==> src/rtl/unary_op_block_pkg.sv <==
// Shared definitions for the unary (cell-test / increment) execution block:
// noun tags, memory function codes, mux codes, error codes and FSM states.
package unary_op_block_pkg;

   localparam logic ATOM = 1'b0;
   localparam logic CELL = 1'b1;

   typedef enum logic [1:0] {
      MEM_NONE     = 2'd0,
      GET_CONTENTS = 2'd1,
      SET_CONTENTS = 2'd2
   } mem_func_e;

   typedef enum logic [2:0] {
      MUX_NONE = 3'd0,
      MUX_CELL = 3'd3,
      MUX_INCR = 3'd4
   } mux_code_e;

   typedef enum logic [7:0] {
      ERR_OK        = 8'h00,
      ERR_INCR_CELL = 8'h01,
      ERR_OVERFLOW  = 8'h02,
      ERR_TIMEOUT   = 8'h03
   } err_e;

   typedef enum logic [2:0] {
      ST_IDLE       = 3'd0,
      ST_INIT       = 3'd1,
      ST_READ_TEL   = 3'd2,
      ST_WRITE      = 3'd3,
      ST_WRITE_WAIT = 3'd4,
      ST_DONE       = 3'd5
   } state_e;

   typedef enum logic {
      MODE_CELL = 1'b0,
      MODE_INCR = 1'b1
   } mode_e;

   typedef enum logic [1:0] {
      NOUN_DIRECT = 2'd0,
      NOUN_MARKER = 2'd1,
      NOUN_CELL   = 2'd2
   } noun_kind_e;

endpackage

==> src/rtl/unary_op_block_if.sv <==
// Memory-mux side bus of the unary block: request strobe, addresses,
// function code, write word, and the read completion pulse/data.
interface unary_op_block_if #(
   parameter int ADDR_W = 28,
   parameter int DATA_W = 64
) ();
   logic              mem_execute;
   logic [ADDR_W-1:0] address1;
   logic [ADDR_W-1:0] address2;
   logic [1:0]        mem_func;
   logic [DATA_W-1:0] write_data;
   logic              mem_ready;
   logic [DATA_W-1:0] read_data1;

   modport master (
      output mem_execute, address1, address2, mem_func, write_data,
      input  mem_ready, read_data1
   );

   modport slave (
      input  mem_execute, address1, address2, mem_func, write_data,
      output mem_ready, read_data1
   );
endinterface

==> src/rtl/unary_op_block_noun_classify.sv <==
// Combinational classification of a noun word by its tel:
// cell pointer, indirect-atom marker (both tags atom, tel NIL) or direct atom.
module unary_op_block_noun_classify
   import unary_op_block_pkg::*;
#(
   parameter  int HALF_W = 28,
   localparam int DATA_W = 2*HALF_W + 8
) (
   input  logic [DATA_W-1:0] word,
   output noun_kind_e        kind
);
   localparam logic [HALF_W-1:0] NIL = '1;

   logic              hed_tag;
   logic              tel_tag;
   logic [HALF_W-1:0] tel;
   logic              unused_bits;

   assign hed_tag     = word[2*HALF_W+1];
   assign tel_tag     = word[2*HALF_W];
   assign tel         = word[HALF_W-1:0];
   assign unused_bits = ^{word[DATA_W-1:2*HALF_W+2], word[2*HALF_W-1:HALF_W]};

   always_comb begin
      kind = NOUN_DIRECT;
      if (tel_tag == CELL) begin
         kind = NOUN_CELL;
      end else if ((hed_tag == ATOM) && (tel == NIL)) begin
         kind = NOUN_MARKER;
      end
   end
endmodule

==> src/rtl/unary_op_block.sv <==
// Execution block for Nock opcodes 3 (cell test) and 4 (increment).
// Optional mem_ready watchdog enabled by defining UNARY_MEM_TIMEOUT_EN.
//
// state         | meaning
// ST_IDLE       | not selected by the traversal mux
// ST_INIT       | classify operand; direct atom computes, cell issues GET
// ST_READ_TEL   | waiting for the operand read
// ST_WRITE      | one-cycle SET strobe of the result word
// ST_WRITE_WAIT | waiting for the write completion
// ST_DONE       | finished high, no memory activity
module unary_op_block
   import unary_op_block_pkg::*;
#(
   parameter  int        HALF_W         = 28,
   parameter  int        ADDR_W         = 28,
   parameter  logic [2:0] MUX_CELL_CODE = MUX_CELL,
   parameter  logic [2:0] MUX_INCR_CODE = MUX_INCR,
   parameter  int        TIMEOUT_CYCLES = 256,
   localparam int        DATA_W         = 2*HALF_W + 8
) (
   input  logic                 clk,
   input  logic                 rst,
   input  logic [2:0]           block_start,
   input  logic [ADDR_W-1:0]    cell_address,
   input  logic [DATA_W-1:0]    cell_data,
   unary_op_block_if.master     mem,
   output logic [7:0]           error,
   output logic                 finished
);
   localparam logic [HALF_W-1:0] NIL        = '1;
   localparam logic [HALF_W-1:0] MAX_DIRECT = {1'b0, {(HALF_W-1){1'b1}}};
   localparam int                SPARE_W    = DATA_W - 2*HALF_W - 2;

   state_e            state_q, state_d;
   mode_e             mode_q, mode_d;
   logic [2:0]        block_start_q;
   logic [HALF_W-1:0] result_q, result_d;
   logic [7:0]        error_q, error_d;
   logic              finished_q, finished_d;

   logic              mem_execute_c;
   mem_func_e         mem_func_c;
   logic [ADDR_W-1:0] address1_c;
   logic [DATA_W-1:0] write_data_c;

   logic              sel;
   logic              start;
   noun_kind_e        op_kind;
   noun_kind_e        rd_kind;
   logic [HALF_W-1:0] op_tel;

`ifdef UNARY_MEM_TIMEOUT_EN
   localparam int             TMO_W    = $clog2(TIMEOUT_CYCLES + 1);
   localparam logic [TMO_W-1:0] TMO_LAST = TMO_W'(TIMEOUT_CYCLES - 1);
   logic [TMO_W-1:0] tmo_q, tmo_d;
`else
   localparam int unused_timeout_cycles = TIMEOUT_CYCLES;
`endif

   unary_op_block_noun_classify #(.HALF_W(HALF_W)) u_classify_op (
      .word (cell_data),
      .kind (op_kind)
   );

   unary_op_block_noun_classify #(.HALF_W(HALF_W)) u_classify_rd (
      .word (mem.read_data1),
      .kind (rd_kind)
   );

   assign op_tel = cell_data[HALF_W-1:0];
   assign sel    = (block_start == MUX_CELL_CODE) || (block_start == MUX_INCR_CODE);
   // Switching directly between the two mode codes is also a fresh start.
   assign start  = sel && (block_start != block_start_q);

   always_comb begin
      state_d       = state_q;
      mode_d        = mode_q;
      result_d      = result_q;
      error_d       = error_q;
      finished_d    = finished_q;
      mem_execute_c = 1'b0;
      mem_func_c    = MEM_NONE;
      address1_c    = '0;
      write_data_c  = '0;
`ifdef UNARY_MEM_TIMEOUT_EN
      tmo_d         = '0;
`endif
      if (!sel) begin
         state_d = ST_IDLE;
      end else if (start) begin
         state_d    = ST_INIT;
         mode_d     = (block_start == MUX_INCR_CODE) ? MODE_INCR : MODE_CELL;
         error_d    = ERR_OK;
         finished_d = 1'b0;
      end else begin
         unique case (state_q)
            ST_INIT: begin
               if (op_kind != NOUN_CELL) begin
                  if (mode_q == MODE_CELL) begin
                     result_d = HALF_W'(1);
                     state_d  = ST_WRITE;
                  end else if (op_tel >= MAX_DIRECT) begin
                     // Anything past the direct range would need an indirect atom.
                     error_d    = ERR_OVERFLOW;
                     finished_d = 1'b1;
                     state_d    = ST_DONE;
                  end else begin
                     result_d = op_tel + HALF_W'(1);
                     state_d  = ST_WRITE;
                  end
               end else begin
                  mem_execute_c = 1'b1;
                  mem_func_c    = GET_CONTENTS;
                  address1_c    = op_tel[ADDR_W-1:0];
                  state_d       = ST_READ_TEL;
               end
            end
            ST_READ_TEL: begin
               if (mem.mem_ready) begin
                  if (mode_q == MODE_CELL) begin
                     result_d = (rd_kind == NOUN_MARKER) ? HALF_W'(1) : '0;
                     state_d  = ST_WRITE;
                  end else begin
                     error_d    = (rd_kind == NOUN_MARKER) ? ERR_OVERFLOW : ERR_INCR_CELL;
                     finished_d = 1'b1;
                     state_d    = ST_DONE;
                  end
               end
`ifdef UNARY_MEM_TIMEOUT_EN
               else if (tmo_q == TMO_LAST) begin
                  error_d    = ERR_TIMEOUT;
                  finished_d = 1'b1;
                  state_d    = ST_DONE;
               end else begin
                  tmo_d = tmo_q + TMO_W'(1);
               end
`endif
            end
            ST_WRITE: begin
               mem_execute_c = 1'b1;
               mem_func_c    = SET_CONTENTS;
               address1_c    = cell_address;
               write_data_c  = {{SPARE_W{1'b0}}, ATOM, ATOM, result_q, NIL};
               state_d       = ST_WRITE_WAIT;
            end
            ST_WRITE_WAIT: begin
               if (mem.mem_ready) begin
                  finished_d = 1'b1;
                  state_d    = ST_DONE;
               end
`ifdef UNARY_MEM_TIMEOUT_EN
               else if (tmo_q == TMO_LAST) begin
                  error_d    = ERR_TIMEOUT;
                  finished_d = 1'b1;
                  state_d    = ST_DONE;
               end else begin
                  tmo_d = tmo_q + TMO_W'(1);
               end
`endif
            end
            default: begin
            end
         endcase
      end
   end

   always_ff @(posedge clk or negedge rst) begin
      if (!rst) begin
         state_q       <= ST_IDLE;
         mode_q        <= MODE_CELL;
         block_start_q <= '0;
         result_q      <= '0;
         error_q       <= '0;
         finished_q    <= 1'b0;
      end else begin
         state_q       <= state_d;
         mode_q        <= mode_d;
         block_start_q <= block_start;
         result_q      <= result_d;
         error_q       <= error_d;
         finished_q    <= finished_d;
      end
   end

`ifdef UNARY_MEM_TIMEOUT_EN
   always_ff @(posedge clk or negedge rst) begin
      if (!rst) begin
         tmo_q <= '0;
      end else begin
         tmo_q <= tmo_d;
      end
   end
`endif

   assign mem.mem_execute = mem_execute_c;
   assign mem.mem_func    = mem_func_c;
   assign mem.address1    = address1_c;
   assign mem.address2    = '0;
   assign mem.write_data  = write_data_c;
   assign error           = error_q;
   assign finished        = finished_q;

endmodule

==> src/flat_wrapper.sv <==
// flat-port wrapper written by rule: the top's interface ports become plain ports
module unary_op_block_flat import unary_op_block_pkg::*;
#(
   parameter  int        HALF_W         = 28,
   parameter  int        ADDR_W         = 28,
   parameter  logic [2:0] MUX_CELL_CODE = MUX_CELL,
   parameter  logic [2:0] MUX_INCR_CODE = MUX_INCR,
   parameter  int        TIMEOUT_CYCLES = 256,
   localparam int        DATA_W         = 2*HALF_W + 8
)
  (clk, rst, block_start, cell_address, cell_data, error, finished, mem_mem_execute, mem_address1, mem_address2, mem_mem_func, mem_write_data, mem_mem_ready, mem_read_data1);
  unary_op_block_if #(.ADDR_W(ADDR_W), .DATA_W(64)) mem_i ();
  input  logic clk;
  input  logic rst;
  input  logic [2:0] block_start;
  input  logic [ADDR_W-1:0] cell_address;
  input  logic [DATA_W-1:0] cell_data;
  output logic [7:0] error;
  output logic finished;
  output wire logic [$bits(mem_i.mem_execute)-1:0] mem_mem_execute;
  output wire logic [$bits(mem_i.address1)-1:0] mem_address1;
  output wire logic [$bits(mem_i.address2)-1:0] mem_address2;
  output wire logic [$bits(mem_i.mem_func)-1:0] mem_mem_func;
  output wire logic [$bits(mem_i.write_data)-1:0] mem_write_data;
  input wire logic [$bits(mem_i.mem_ready)-1:0] mem_mem_ready;
  input wire logic [$bits(mem_i.read_data1)-1:0] mem_read_data1;
  assign mem_mem_execute = mem_i.mem_execute;
  assign mem_address1 = mem_i.address1;
  assign mem_address2 = mem_i.address2;
  assign mem_mem_func = mem_i.mem_func;
  assign mem_write_data = mem_i.write_data;
  assign mem_i.mem_ready = mem_mem_ready;
  assign mem_i.read_data1 = mem_read_data1;
  unary_op_block #(.HALF_W(HALF_W), .ADDR_W(ADDR_W), .MUX_CELL_CODE(MUX_CELL_CODE), .MUX_INCR_CODE(MUX_INCR_CODE), .TIMEOUT_CYCLES(TIMEOUT_CYCLES)) u_core (.clk(clk), .rst(rst), .block_start(block_start), .cell_address(cell_address), .cell_data(cell_data), .mem(mem_i), .error(error), .finished(finished));
endmodule
==> config.mk <==
export PLATFORM = sky130hd
export DESIGN_NAME = unary_op_block_flat
export DESIGN_NICKNAME = d
export VERILOG_FILES = /design/src/rtl/unary_op_block_pkg.sv /design/src/rtl/unary_op_block_if.sv /design/src/rtl/unary_op_block_noun_classify.sv /design/src/rtl/unary_op_block.sv /design/src/flat_wrapper.sv
export SDC_FILE = /design/constraint.sdc
export NUM_CORES = 1
export LEC_CHECK = 0
export ABC_CLOCK_PERIOD_IN_PS = 2400
export BUFFER_PORTS_ARGS = -buffer_cell sky130_fd_sc_hd__buf_2
export CELL_PAD_IN_SITES_DETAIL_PLACEMENT = 2
export CELL_PAD_IN_SITES_GLOBAL_PLACEMENT = 2
export CORE_ASPECT_RATIO = 1.1
export CORE_UTILIZATION = 18
export CTS_BUF_LIST = sky130_fd_sc_hd__clkbuf_16
export CTS_CLUSTER_SIZE = 16
export DETAILED_ROUTE_END_ITERATION = 8
export HOLD_SLACK_MARGIN = 0.03
export PLACE_DENSITY_LB_ADDON = 0.3
export SKIP_LAST_GASP = 1
export SYNTH_ARGS = -nofsm -noshare
export SYNTH_HDL_FRONTEND = slang
export SYNTH_HIERARCHICAL = 1
export SYNTH_SLANG_ARGS = --single-unit
==> constraint.sdc <==
create_clock -name clk -period 2.4 [get_ports clk]
set_input_delay 0.24 -clock clk [delete_from_list [all_inputs] [get_ports clk]]
set_output_delay 0.24 -clock clk [all_outputs]
set_load 0.02 [all_outputs]
==> impl_metrics.ini <==
[logic_synthesis]
yosysSeqAreaShare_pct = 25.9
ys_warn_count = 6
synth_area_leaders = dfrtp_1 (26%), buf_4 (15%), mux2_1 (7.7%)
yosysTopAreaCell = dfrtp_1
synth_top_area_share_pct = 25.9
synth_area_per_cell_sq_um = 8.52
syn_area_sq_um = 3660
yosysMostFrequentCell = buf_4
synth_ff_type = dfrtp_1
synth_edf_count = 0
async_flop_share_pct = 100
synth.distinct_cells = 57
netlist_instances = 430
ys_seq_elements = 38
synthTopCellsByCount = buf_4 (71), dfrtp_1 (38), and2_1 (30)

[route]
ant_nets = 0
met2_length_mm = 8.42
routed-wl-met3_microns = 553
drtPass1Iterations = 6
routedWlPerCell_microns = 17.6
viasPerCell = 4.42
dr.first_iter.drc_count = 141
wl_met1_mm = 6.39
drt-total-wl_mm = 15.6
top_layer_used = met4
vias = 3910
drc = 0

[timing]
slew_headroom_pct = 38.1
hold_viol_final = 0
clock-skew-final_ns = 0.00420
tightest_slew_ns = 0.929
rsz0062_at_grt = yes
fin_crit_sh_pct = 99.2
max_freq_ghz = 0.420
setup_viol = 0
period_needed_ns = 2.38
finalSetupTns_ns = 0
slew_violations = 0

[global_routing]
track_usage_pct = 13.8
grt_pass1_vias = 4144
grt_overflow = 0
grt_pass1_wl_mm = 22.7
grt_antenna_before_repair = 0
grt_max_degree = 39

[floorplan]
core_sq_um = 19900
die_h_microns = 152
die_w_microns = 138
start_util_pct = 18.4
num_io_pins = 294
rows = 54
die_area_sq_um = 20900

[critical_path]
rrSetupSlack_ns = 0.13
crit_type = in2out
worstReg2RegEnd = u_core/result_q[16]
cp.required_ns = 2.16
cp-start-kind = primary input
crit_arrival_ns = 2.14
endpoint_kind = output port
r2r-start = u_core/state_q[0]
critPathMaxFanout = 7
worst-r2r-cell-count = 6

[power]
irDropWorstVdd_v = 0.000223
p_per_area_nw_per_um2 = 351
p_leak_nw = 2.78
power_mw = 1.90

[cells_and_area]
n_fill_cell = 2289
nNetsFinal = 794
areaGrowthSynthToFinish_pct = 47.7
drive_gt1_share_pct = 43.0
fin_cells = 884
antenna_cells = 0
final_util_pct = 27.3

[clock_tree]
clk_latency_ns = 0.29
cts_tree = yes
numCtsBuffers = 5
clock_path_buffers = 2
cts-root-buf = clkbuf_16
ctsHoldBuffers = 0
path_clk_slew_ns = 0.06
h-tree-depth = 2
cts_sinks = 38

[run]
cap_violations = 0

[placement]
dp_cells = 862
io_buffers = 183
routabilityCongestion = 0.824
hpwl_mm = 11.9

[outcome]
outcome = completed

[min_path]
hold_class = in2async
-- through the flow --
stage               setup slack (ns)  hold slack (ns)  cell area (sq um)
finish                        0.0192           0.0823               5410
global route                 -0.0507            0.144               5410
CTS                          -0.0113            0.130               5050
detailed placement            -0.260            0.448               4830
global placement              -0.258            0.429               4830
floorplan                      0.150          -0.0556               3820
-- sequential cells by signal (all words and copies together) (netlist names) --
register and flops:
u_core/block_start_q 3, u_core/error 2, u_core/finished 1, u_core/mode_q 1, u_core/result_q 28, u_core/state_q 3
-- cells by family (layout without fill, tap and decap cells) --
group | after synthesis | in the layout | share of synthesized area, %
xor gates and xnor gates | 15 | 15 | 3.58
DFF | 38 | 38 | 25.9
AOI/OAI and AO/OA | 80 | 80 | 16.3
and+or+nand+nor | 162 | 162 | 26.4
muxes | 29 | 29 | 8.77
buffers and inverters | 104 | 265 | 18.6
other | 1 | 42 | 0.102
adders and majority gates | 1 | 1 | 0.341
-- power breakdown --
group / switching [mW] / leakage (nW) / internal (mW)
clock network: 0.286 / 0.0663 / 0.375
registers: 0.0279 / 0.488 / 0.692
logic: 0.313 / 2.23 / 0.204
total: 0.627 / 2.78 / 1.27
-- layer usage --
| layer | up-vias | global-route usage [%] |
|---|---|---|
| met4 | 0 | 4.78 |
| met5 | - | 0 |
| met2 | 107 | 26.1 |
| met3 | 14 | 2.29 |
| li1 | 1843 | - |
| met1 | 1946 | 15.7 |
-- layout make-up --
cell class / instances / area (sq um) / area share [%]
timing repair buffer: 246 / 1720 / 31.7
sequential: 38 / 952 / 17.6
clock inverter: 3 / 11.3 / 0.208
inverter: 11 / 41.3 / 0.763
clock buffer: 5 / 125 / 2.31
multi-input combinational: 329 / 2250 / 41.6
tap: 252 / 315 / 5.82
-- timing repair --
item	4_1_cts	5_1_grt
buffers inserted	3	7
gates cloned	1	4
endpoints found under the hold margin	0	0
endpoints found under the setup margin	86	72
gates resized for setup	8	59
pin swaps	5	26
-- placed cells by master (no fill, tap or decap), types with 3 or more instances in the layout --
master | Yosys | routed
nand2b_1 | 11 | 9
nor3b_1 | 4 | 3
inv_1 | 11 | 11
buf_6 | 3 | 25
or4_4 | 1 | 3
a21oi_1 | 16 | 16
buf_2 | 2 | 157
nand4_1 | 19 | 19
a21o_1 | 3 | 3
nor4_1 | 7 | 7
xnor2_1 | 8 | 8
o21ai_0 | 9 | 9
o211ai_1 | 3 | 3
and2_1 | 30 | 30
nor3_1 | 5 | 4
mux2_1 | 25 | 25
buf_12 | 0 | 8
or3_1 | 4 | 4
dfrtp_1 | 38 | 37
clkbuf_16 | 0 | 9
a22o_1 | 28 | 28
o31ai_1 | 3 | 3
conb_1 | 1 | 42
buf_4 | 71 | 52
mux2i_1 | 4 | 4
clkinv_1 | 0 | 3
nand3_1 | 7 | 7
or3b_2 | 3 | 3
or4_1 | 10 | 8
xor2_1 | 7 | 7
nand2_1 | 22 | 22
nor2_1 | 22 | 22
-- how the worst max path moves through the flow --
stage	startpoint	endpoint	slack [ns]	cells after the start
final	cell_data[27]	mem_address1[15]	0.02	11
after CTS	u_core/block_start_q[1]	mem_address1[15]	-0.01	6
after detailed placement	cell_data[24]	u_core/result_q[20]	-0.26	10
after global placement	cell_data[24]	u_core/result_q[26]	-0.26	10
after global routing	cell_data[27]	mem_address1[1]	-0.05	11
after floorplan	cell_data[3]	u_core/result_q[0]	0.15	9
-- worst max-delay path: stages --
cell and delay, ns:
buf_2 0.13, nand2_1 0.06, or4_4 0.49, nor4_4 0.21
nand2b_4 0.18, buf_6 0.10, nor3_4 0.04, buf_12 0.15
buf_12 0.13, a22o_1 0.25, buf_2 0.16
No activity file was read; power rests on OpenSTA's default activity.
